$ cat src/rtl/bfm_dut.sv
// bfm_dut: registered WIDTH-bit two-operand adder with a LATENCY-deep result pipeline.
// The operands are sampled on every rising edge. There is no handshake, enable or stall.
// The result is visible on res_o after edge N+LATENCY-1 for operands sampled at edge N.
// Optional build macro BFM_SAT_EN: overflowing sums clamp to all-ones instead of wrapping.
module bfm_dut #(
  parameter int WIDTH   = 8,
  parameter int LATENCY = 1
) (
  input  logic             clk_i,
  input  logic             reset_i,
  input  logic [WIDTH-1:0] A_s,
  input  logic [WIDTH-1:0] B_s,
  output logic [WIDTH-1:0] res_o
);

  // Reject configurations the pipeline cannot be built for.
  generate
    if (LATENCY < 1 || LATENCY > 4) begin : g_bad_latency
      $error("bfm_dut: LATENCY=%0d outside legal range 1..4", LATENCY);
    end
    if (WIDTH < 1) begin : g_bad_width
      $error("bfm_dut: WIDTH=%0d must be at least 1", WIDTH);
    end
  endgenerate

`ifdef BFM_SAT_EN
  // The carry-out bit selects a clamp to the largest representable value.
  function automatic logic [WIDTH-1:0] sat_sum(input logic [WIDTH:0] s);
    return s[WIDTH] ? {WIDTH{1'b1}} : s[WIDTH-1:0];
  endfunction

  logic [WIDTH:0]   sum_p0;
`else
  // In wrap mode the carry is never observed, so only the low WIDTH bits are formed.
  logic [WIDTH-1:0] sum_p0;
`endif

  logic [WIDTH-1:0] pipe_d [LATENCY];
  logic [WIDTH-1:0] pipe_q [LATENCY];

  // Stage 0 input: the sum (clamped when saturating), then a plain shift toward res_o.
  always_comb begin
`ifdef BFM_SAT_EN
    sum_p0    = {1'b0, A_s} + {1'b0, B_s};
    pipe_d[0] = sat_sum(sum_p0);
`else
    sum_p0    = A_s + B_s;
    pipe_d[0] = sum_p0;
`endif
    for (int i = 1; i < LATENCY; i++) begin
      pipe_d[i] = pipe_q[i-1];
    end
  end

  // Pipeline registers. Reset clears every stage at once, so in-flight sums are dropped.
  always_ff @(posedge clk_i or negedge reset_i) begin
    if (!reset_i) begin
      pipe_q <= '{default: '0};
    end else begin
      pipe_q <= pipe_d;
    end
  end

  assign res_o = pipe_q[LATENCY-1];

endmodule

$ cat config.mk
export PLATFORM = sky130hd
export DESIGN_NAME = bfm_dut
export DESIGN_NICKNAME = d
export VERILOG_FILES = /design/src/rtl/bfm_dut.sv
export SDC_FILE = /design/constraint.sdc
export NUM_CORES = 1
export LEC_CHECK = 0
export BUFFER_PORTS_ARGS = -buffer_cell sky130_fd_sc_hd__buf_2
export CORE_AREA = 8 8 45 47
export DETAILED_ROUTE_END_ITERATION = 10
export DIE_AREA = 0 0 53 55
export PLACE_DENSITY_LB_ADDON = 0.12
export SETUP_SLACK_MARGIN = 0.1
export SLEW_MARGIN = 15
export SYNTH_ARGS = -nofsm -noshare
export SYNTH_HDL_FRONTEND = slang
export SYNTH_SLANG_ARGS = --single-unit
export TNS_END_PERCENT = 50
$ cat constraint.sdc
create_clock -name clk_i -period 0.8 [get_ports clk_i]
set_input_delay 0.16 -clock clk_i [delete_from_list [all_inputs] [get_ports clk_i]]
set_output_delay 0.16 -clock clk_i [all_outputs]
set_load 0.03 [all_outputs]
==> results of run 1 <==
routing by layer:
metal	up-vias	track usage [%]	share of wire, %
met1	235	9.92	42
li1	267	-	-
met4	0	0	0
met3	0	4.28	9.3
met2	17	17.6	49
met5	-	0	0
final timing paths:
check / start / end / slack (ns) / depth (start not counted)
min in group asynchronous: reset_i / res_o[7] / 0.28 / 2
worst min-delay path: A_s[0] / res_o[0] / 0.13 / 2
worst max-delay path: B_s[0] / res_o[6] / -0.27 / 7
max in group asynchronous: reset_i / res_o[6] / 0.36 / 2
power breakdown:
part	internal (mW)	switching (mW)
registers	0.475	0.0320
clock network	0.170	0.112
logic	0.381	0.363
synth_stat cells (all sizes together):
library cell,instances
nor2,1
fa,1
dfrtp,8
a21oi,5
a221oi,1
nand2b,1
xor2,2
nand2,1
o211ai,3
nor3b,1
o311ai,2
a21o,1
o21ai,2
inv,5
nor3,1
xnor2,2
o2bb2ai,1
nor2b,2
a211oi,1
ha,7
o31a,1
o21a,1
logic make-up after synthesis:
logic type               after synthesis  synth area share (%)
flip-flops                             8                  37.6
adder cells (fa/ha/maj)                8                  20.2
buffers and inverters                  5                  3.53
XOR/XNOR                               4                  6.59
AND/OR/NAND/NOR                        7                  8.71
AO/OA/AOI/OAI                         18                  23.3
through the flow:
| stage | hold WS (ns) | util, % | TNS, ns | power (mW) | std cells |
|---|---|---|---|---|---|
| global placement | 0.00461 | 54.3 | -3.11 | 1.06 | 99 |
| finish | 0.134 | 69.1 | -1.93 | 1.53 | 107 |
| floorplan | -0.136 | - | -1.88 | 0.854 | 50 |
| global route | 0.125 | 69.1 | -2.42 | 1.64 | 107 |
| CTS | 0.123 | 65.5 | -2.10 | 1.52 | 105 |
| detailed placement | 0.00508 | 54.3 | -3.21 | 1.07 | 99 |
cell type report:
class | instances | area share (%)
inverters | 5 | 1.96
clock buffers | 3 | 2.36
flip-flops and latches | 8 | 20.9
repair buffers | 38 | 32.2
well taps | 16 | 2.09
multi-input cells | 37 | 40.4
repair_timing:
action / CTS / global route
hold buffers: 1 / 0
setup buffers: 2 / 2
endpoints found under the setup margin: 15 / 15
pin swaps: 8 / 7
endpoints found under the hold margin: 8 / 0
gates resized for setup: 27 / 9
==> results.md, run 1 <==
* Syn_nets at 76
* Post-route clock period utilization at 134%
* Leakage at 0.450 nW
* Die Wd at 53 um
* Critical path required time at 0.90 ns
* Layout Cell Area excl Fill at 956 um^2
* Failing checks: setup timing
* Pin count of the biggest net entering global routing at 9
* Bufs on Longest Clock Path at 2
* Final nets at 119
* Grt total ovfl at 0
* Most common cell after layout, fill and taps aside: buf_6
* CTS Buf Count at 3
* Overall Global Routing Usage at 9.36%
* Post-Syn Area at 532 um^2
* Final GP Congestion at 0.751
* CP Capture Type: register
* Top cell type's share of synthesized area at 37.6%
* Drt first pass iters at 2
* Post-synthesis register bit count at 8
* Startpoint types: primary input
* Antenna-violating nets left at 0
* Crit-path cells: buf_6 > ha_4 > inv_2 > fa_2 > nor2b_4 > o311ai_0 > o311ai_1
* Pwr per Cell Area at 1600 nW/um^2
* CP Class: in -> reg
* Clock root buffer: clkbuf_4
* Post-DP HPWL at 1080 um
* DR iter-0 viols at 4
* Commonest cells after routing, fill and taps aside: buf_6, buf_2, buf_4
* Fill count at 113
* Drc violations at 0
* Area of the multi-input gates at 387 um^2
* Final setup violation count at 15
* Worst hold path class: in -> reg
* Max Slew Vio Count at 0
* Share of cells above drive strength 1 at 61.5%
* Antenna fix cells at 0
* I/O pins at 26
* Vias at 519
* Setup ws final at -0.274 ns
* Htree depth at 1
* Die height at 55 um
* Row count at 14
* Endpoints failing hold at 0
* VDD IR-drop max at 0.957 mV
* DIE AREA at 2920 um^2
* Status: finished with violations
* Register area at 200 um^2
* Crit-path max FO at 3
* Port Buffer Count at 25
* Critical path's top delay family: compound AO/OA/AOI/OAI gates
* Synth unique cells at 24
* Yosys warns at 0
* Worst-path clk slew at 0.05 ns
* Maximum clock rate at 931 MHz
* Routed wire per std cell at 12.0 um
* Initial antenna violation count at 0
* Placed cell area at 752 um^2
* Area contributors post-synth: dfrtp_1, ha_1, a21oi_1
* Max FFs per register at 8
* First-pass GRT wire length at 2150 um
* Min Tclk post-route at 1.07 ns
* Area leader, netlist: dfrtp_1
* Arr. time, crit path at 1.17 ns
* Least-Margin Pin Slew at 0.344 ns
* Seq/Total Area, Yosys at 37.6%
* Critical Path Max Stage Delay at 0.30 ns
* Crit path buffers/inverters at 2
* Average instance area after synthesis at 10.6 um^2
* Max cap viols at 0
* CTS tree: yes
* Slew HR at 77.0%
* Place WS at -0.601 ns
* CP max-delay cell: o311ai_0
* Synth-to-layout area growth at 79.8%
* Core Area at 1380 um^2
* Starting Density at 38.4%
* Sinks on Clock Net at 8
* Number of global-route vias before repair at 542
* Routed Wire Length at 1280 um
* Post-Synthesis Cells at 50
* Vias per cell at 4.85
* Unrepaired setup endpoints after global routing: true
Note: power is estimated with default switching activity, not from simulation.
==> inputs of run 2 (changes only) <==
--- a/config.mk
+++ b/config.mk
@@ -5,6 +5,7 @@
 export SDC_FILE = /design/constraint.sdc
 export NUM_CORES = 1
 export LEC_CHECK = 0
+export ABC_AREA = 1
 export BUFFER_PORTS_ARGS = -buffer_cell sky130_fd_sc_hd__buf_2
 export CORE_AREA = 8 8 45 47
 export DETAILED_ROUTE_END_ITERATION = 10
==> run 2 against run 1 <==
  * The flow still finishes with violations (setup timing)
  * Highest routed layer is now met4
  * Hold slack got worse by 0.0073 ns
  * Sequential power about the same
  * Via count rose by 1.5%
  * Global-route usage rose by 0.24 points
  * Worst setup slack gained 0.10 ns
  * Clock power up 4%
  * Combinational power increased by 2%
  * Sequential share of layout area is 0.56 points lower
  * Final cell count rose by 12%
  * Non-clock buffer count fell by 5
==> results.md, run 2 <==
* Critical path required time at 0.93 ns (was 0.90 ns)
* Async S/R FF share, synth at 100% (unchanged)
* Comb pwr share at 48.8% (was 48.5%)
* Leakage at 0.500 nW (was 0.450 nW)
* Antenna fix cells at 0 (unchanged)
* CP max-delay cell: fa_2 (was o311ai_0)
* Synth-to-layout area growth at 74.8% (was 79.8%)
* CP Class: in -> reg (unchanged)
* Htree depth at 1 (unchanged)
* First-pass GRT wire length at 2070 um (was 2150 um)
* EDFF count, synth at 0 (unchanged)
* Top cell type's share of synthesized area at 35.6% (was 37.6%)
* Average instance area after synthesis at 8.26 um^2 (was 10.6 um^2)
* Max FFs per register at 8 (unchanged)
* Failing checks: setup timing (unchanged)
* Seq/Total Area, Yosys at 35.6% (was 37.6%)
* Grt total ovfl at 0 (unchanged)
* Die height at 55 um (unchanged)
* WHS Path Cells at 2 (unchanged)
* Dpl cells at 115 (was 99)
* Synth unique cells at 14 (was 24)
* Post-Synthesis Cells at 68 (was 50)
* Routed Wire Length at 1300 um (was 1280 um)
* Most common cell after layout, fill and taps aside: buf_2 (was buf_6)
* Hold_ws at 0.126 ns (was 0.134 ns)
* Overall Global Routing Usage at 9.60% (was 9.36%)
* I/O pins at 26 (unchanged)
* Post-route clock period utilization at 121% (was 134%)
* Post-synthesis register bit count at 8 (unchanged)
* Vias per cell at 4.39 (was 4.85)
* Sw Pwr at 0.538 mW (was 0.507 mW)
* Slew HR at 87.3% (was 77.0%)
* Die Wd at 53 um (unchanged)
* Top-count cell post-synth: nand2_1 (was dfrtp_1)
* Area contributors post-synth: dfrtp_1, ha_1, nand2_1 (was dfrtp_1, ha_1, a21oi_1)
* Unrepaired setup endpoints after global routing: true (unchanged)
* Worst-path clk slew at 0.05 ns (about the same)
* End point of the worst hold path: res_o[0] (unchanged)
* Area leader, netlist: dfrtp_1 (unchanged)
* Critical Path Max Stage Delay at 0.34 ns (was 0.30 ns)
* Initial antenna violation count at 0 (unchanged)
* Met1 wire length at 521 um (was 536 um)
* Crit-path cells: buf_6 > ha_4 > inv_2 > fa_2 > inv_2 > nand2_2 > nand2_2 > nand2_1 > xnor2_1 (was buf_6 > ha_4 > inv_2 > fa_2 > nor2b_4 > o311ai_0 > o311ai_1)
* Bufs on Longest Clock Path at 2 (unchanged)
* Vias at 527 (was 519)
* Worst hold path class: in -> reg (unchanged)
* Pwr per Cell Area at 1590 nW/um^2 (was 1600 nW/um^2)
* Max cap viols at 0 (unchanged)
* Tot Pwr at 1.56 mW (was 1.53 mW)
* Routed met3 length at 102 um (was 119 um)
* Commonest cells after routing, fill and taps aside: buf_2, nand2_1, buf_6 (was buf_6, buf_2, buf_4)
* Row count at 14 (unchanged)
* Number of global-route vias before repair at 508 (was 542)
* Antenna-violating nets left at 0 (unchanged)
* Highest metal used: met4 (was met3)
* Max Slew Vio Count at 0 (unchanged)
* Yosys warns at 0 (unchanged)
* Int Power at 1.02 mW (was 1.03 mW)
* Pin count of the biggest net entering global routing at 9 (unchanged)
* Sequential cell fraction of total power at 32.3% (was 33.1%)
* Port Buffer Count at 25 (unchanged)
* Sw Ratio at 34.5% (was 33.1%)
* Post-DP HPWL at 1080 um (about the same)
* CTS tree: yes (unchanged)
* Share of cells above drive strength 1 at 58.7% (was 61.5%)
* Part of the power in the clock network at 18.9% (was 18.4%)
* Register area at 200 um^2 (unchanged)
* Clock root buffer: clkbuf_4 (unchanged)
* Fill count at 111 (was 113)
* Final setup violation count at 13 (was 15)
* Drt first pass iters at 5 (was 2)
* Final GP Congestion at 0.766 (was 0.751)
* Post-Syn Area at 562 um^2 (was 532 um^2)
* Drc violations at 0 (unchanged)
* Final nets at 132 (was 119)
* Area of the multi-input gates at 434 um^2 (was 387 um^2)
* Met2 routed WL at 627 um (unchanged)
* Most common library cells after synthesis: nand2_1, inv_1, dfrtp_1, ha_1, nand3_1 (was dfrtp_1, ha_1, a21oi_1, inv_1, o211ai_1)
* Endpoints failing hold at 0 (unchanged)
* Starting Density at 40.6% (was 38.4%)
* Setup ws final at -0.170 ns (was -0.274 ns)
* Maximum clock rate at 1030 MHz (was 931 MHz)
* DR iter-0 viols at 2 (was 4)
* Fin cells at 120 (was 107)
* Crit-path max FO at 2 (was 3)
* Routed wire per std cell at 10.8 um (was 12.0 um)
* Min Tclk post-route at 0.970 ns (was 1.07 ns)
* CP Capture Type: register (unchanged)
* Least-Margin Pin Slew at 0.191 ns (was 0.344 ns)
* Startpoint types: primary input (unchanged)
* Arr. time, crit path at 1.10 ns (was 1.17 ns)
* CTS Buf Count at 3 (unchanged)
* Status: finished with violations (unchanged)
* VDD IR-drop max at 0.643 mV (was 0.957 mV)
* DIE AREA at 2920 um^2 (unchanged)
* Synth Flop Type: dfrtp_1 (unchanged)
* Syn_nets at 94 (was 76)
* Min-Delay Startpoint: A_s[0] (unchanged)
* Sinks on Clock Net at 8 (unchanged)
* Core Area at 1380 um^2 (unchanged)
## run 2: logic make-up (layout without fill, tap and decap cells)
family	after synthesis	count (layout)	share of synthesized area, %
AO/OA/AOI/OAI	2	2	1.78
XOR/XNOR	4	4	9.58
adder cells (fa/ha/maj)	8	8	19.2
buffers and inverters	13	49	8.68
flip-flops	8	8	35.6
AND/OR/NAND/NOR	33	33	25.2
## run 2: per-layer routing
metal / global-route usage (%) / up-vias
li1: - / 278
met2: 14.6 / 16
met5: 0 / -
met1: 11.1 / 229
met4: 9.05 / 0
met3: 1.87 / 4
## run 2: critical path, delay by kind of cell
family / cells / cell delay [ns]
buffers and inverters: 3 / 0.17
adder cells (fa/ha/maj): 2 / 0.47
XOR/XNOR: 1 / 0.13
AND/OR/NAND/NOR: 3 / 0.17
## run 2: how the worst max path moves through the flow
stage | from | endpoint
4_1_cts | B_s[0] | res_o[4]
2_1_floorplan | A_s[0] | res_o[6]
3_3_place_gp | A_s[0] | res_o[6]
5_1_grt | B_s[0] | res_o[6]
3_5_place_dp | A_s[0] | res_o[6]
6_report | B_s[0] | res_o[4]
## run 2: power groups by stage
| stage | clock [mW] | combinational (mW) | sequential (mW) |
|---|---|---|---|
| 2_1_floorplan | 0 | 0.234 | 0.644 |
| 3_3_place_gp | 0 | 0.600 | 0.492 |
| 3_5_place_dp | 0 | 0.608 | 0.493 |
| 4_1_cts | 0.311 | 0.715 | 0.504 |
| 5_1_grt | 0.331 | 0.819 | 0.513 |
| 6_report | 0.294 | 0.762 | 0.504 |
## run 2: through the flow
step	util (%)	setup TNS, ns	area [um^2]	worst slack, ns
after global routing	71.0	-1.78	982	-0.209
after CTS	67.3	-1.44	931	-0.165
final	71.0	-1.36	982	-0.170
after global placement	59.3	-2.48	821	-0.456
after detailed placement	59.3	-2.65	821	-0.514
after floorplan	-	-1.29	631	-0.313
## run 2: what timing repair did
| item | 4_1_cts | 5_1_grt |
|---|---|---|
| pin swaps | 7 | 12 |
| gates resized for setup | 20 | 17 |
| endpoints found under the setup margin | 15 | 15 |
| hold buffers | 1 | 0 |
| setup buffers | 1 | 0 |
| endpoints found under the hold margin | 8 | 0 |
## run 2: area by class of cell
type | count | area share (%)
sequential | 8 | 20.4
inverter | 13 | 4.97
tap | 16 | 2.04
clock buffer | 3 | 2.29
multi-input combinational | 47 | 44.2
timing repair buffer | 33 | 26.1
==> inputs of run 3 (changes only) <==
--- a/config.mk
+++ b/config.mk
@@ -12,6 +12,7 @@
 export DIE_AREA = 0 0 53 55
 export PLACE_DENSITY_LB_ADDON = 0.12
 export SETUP_SLACK_MARGIN = 0.1
+export SKIP_CTS_REPAIR_TIMING = 1
 export SLEW_MARGIN = 15
 export SYNTH_ARGS = -nofsm -noshare
 export SYNTH_HDL_FRONTEND = slang
==> run 3 against run 2 <==
  * The flow still finishes with violations (setup timing)
  * Combinational power fell by 7.2%
  * Clock-buffer cell count did not move
  * Largest power group unchanged
  * First-iteration DRC count did not move
  * Worst setup slack got worse by 0.0038 ns
  * Critical path depth rose by 2
  * Non-clock buffer count did not move
  * Sequential share of layout area rose by 0.84 points
  * Final cell count did not move
  * Core utilization fell by 2.8 points
  * Hold slack improved by 0.0057 ns
  * Sequential power fell by 2%
  * Largest cell class unchanged
  * Final area fell by 3.9%
==> results.md, run 3 (synthesized netlist as in run 2, its figures left out) <==
* Startpoint types: primary input (unchanged)
* Core Area at 1380 um^2 (unchanged)
* Worst hold path class: in -> reg (unchanged)
* Pwr per Cell Area at 1590 nW/um^2 (about the same)
* VDD IR-drop max at 0.622 mV (was 0.643 mV)
* Share of cells above drive strength 1 at 55.8% (was 58.7%)
* CTS tree: yes (unchanged)
* Synth-to-layout area growth at 67.9% (was 74.8%)
* Hold_ws at 0.132 ns (was 0.126 ns)
* Worst-path clk slew at 0.05 ns (about the same)
* Max Slew Vio Count at 0 (unchanged)
* Slew HR at 84.5% (was 87.3%)
* Dpl cells at 115 (unchanged)
* Post-DP HPWL at 1080 um (unchanged)
* Routed Wire Length at 1320 um (was 1300 um)
* Bufs on Longest Clock Path at 2 (unchanged)
* Post-route clock period utilization at 122% (was 121%)
* Final GP Congestion at 0.766 (unchanged)
* Final nets at 132 (unchanged)
* Antenna fix cells at 0 (unchanged)
* Pin count of the biggest net entering global routing at 9 (unchanged)
* Critical path required time at 0.99 ns (was 0.93 ns)
* Most common cell after layout, fill and taps aside: buf_2 (unchanged)
* CP Capture Type: register (unchanged)
* Number of global-route vias before repair at 507 (was 508)
* Vias at 530 (was 527)
* Sinks on Clock Net at 8 (unchanged)
* Max FFs per register at 8 (unchanged)
* Crit-path max FO at 2 (unchanged)
* Starting Density at 40.6% (unchanged)
* Port Buffer Count at 25 (unchanged)
* Grt total ovfl at 0 (unchanged)
* Leakage at 0.499 nW (was 0.500 nW)
* Vias per cell at 4.42 (was 4.39)
* Clock root buffer: clkbuf_4 (unchanged)
* Failing checks: setup timing (unchanged)
* Initial antenna violation count at 0 (unchanged)
* WHS Path Cells at 2 (unchanged)
* CP Class: in -> reg (unchanged)
* DR iter-0 viols at 2 (unchanged)
* Met2 capacity usage during global routing at 14.5% (was 14.6%)
* First-pass GRT wire length at 2020 um (was 2070 um)
* Antenna-violating nets left at 0 (unchanged)
* Drt first pass iters at 3 (was 5)
* Crit-path cells: buf_6 > ha_4 > inv_2 > fa_2 > inv_2 > nand2_2 > nand2_2 > nand3_2 > nand2_1 > nand2_1 > nand2_1 (was buf_6 > ha_4 > inv_2 > fa_2 > inv_2 > nand2_2 > nand2_2 > nand2_1 > xnor2_1)
* Arr. time, crit path at 1.16 ns (was 1.10 ns)
* Sum of negative setup slack at -1.51 ns (was -1.36 ns)
* Drc violations at 0 (unchanged)
* Row count at 14 (unchanged)
* Htree depth at 1 (unchanged)
* CTS Buf Count at 3 (unchanged)
* Max cap viols at 0 (unchanged)
* Routed wire per std cell at 11.0 um (was 10.8 um)
* Place WS at -0.514 ns (unchanged)
* CP max-delay cell: fa_2 (unchanged)
* Global-route track usage on met1 at 10.9% (was 11.1%)
* Overall Global Routing Usage at 9.49% (was 9.60%)
* Global Route met3 Usage at 1.87% (unchanged)
* Unrepaired setup endpoints after global routing: true (unchanged)
* Final setup violation count at 14 (was 13)
* Least-Margin Pin Slew at 0.232 ns (was 0.191 ns)
* Setup ws final at -0.174 ns (was -0.170 ns)
* Die height at 55 um (unchanged)
* Endpoints failing hold at 0 (unchanged)
* Maximum clock rate at 1030 MHz (about the same)
* Critical Path Max Stage Delay at 0.34 ns (about the same)
* Commonest cells after routing, fill and taps aside: buf_2, nand2_1, inv_1 (was buf_2, nand2_1, buf_6)
* DIE AREA at 2920 um^2 (unchanged)
* Status: finished with violations (unchanged)
* Fin cells at 120 (unchanged)
* Min Tclk post-route at 0.974 ns (was 0.970 ns)
* Busiest grt layer: met2 (unchanged)
* Die Wd at 53 um (unchanged)
* CP dominant cell by count: nand2_1
* I/O pins at 26 (unchanged)
-- run 3: changes by cell type in the layout (fill, tap and decap cells not counted), moves of 2 or more --
cell / delta
nand2_1: +3
xnor2_1: -2
nand2_2: -2
xnor2_2: +2
buf_2: +5
buf_6: -5
-- run 3: per-stage QoR --
step	power, mW	util [%]	area, um^2
final	1.50	68.2	943
after global routing	1.60	68.2	943
after CTS	1.41	60.9	843
after detailed placement	1.10	59.3	821
after global placement	1.09	59.3	821
after floorplan	0.878	-	631
-- run 3: worst paths after layout --
check,end,slack [ns],start
max,res_o[6],-0.17,B_s[0]
min,res_o[0],0.13,A_s[0]
max in group asynchronous,res_o[1],0.37,reset_i
min in group asynchronous,res_o[3],0.27,reset_i
-- run 3: layer usage --
metal / up-vias / routed length [um]
li1: 279 / -
met1: 231 / 541
met2: 16 / 627
met3: 4 / 105
met4: 0 / 45
met5: - / 0
-- run 3: power by group --
part,internal (mW),switching (mW),leakage [nW]
Clock,0.171,0.128,0.0138
Sequential,0.474,0.0194,0.0941
Combinational,0.324,0.383,0.391
Total,0.969,0.531,0.499
-- run 3: layout make-up --
cell class / count / area [um^2]
inverters: 13 / 48.8
clock buffers: 3 / 22.5
multi-input cells: 47 / 427
flip-flops and latches: 8 / 200
well taps: 16 / 20.0
fillers: 116 / 440
repair buffers: 33 / 225
-- run 3: critical path: cells and delay by family --
family                   cells  cell delay, ns
adder cells (fa/ha/maj)      2            0.47
AND/OR/NAND/NOR              6            0.37
buffers and inverters        3            0.17
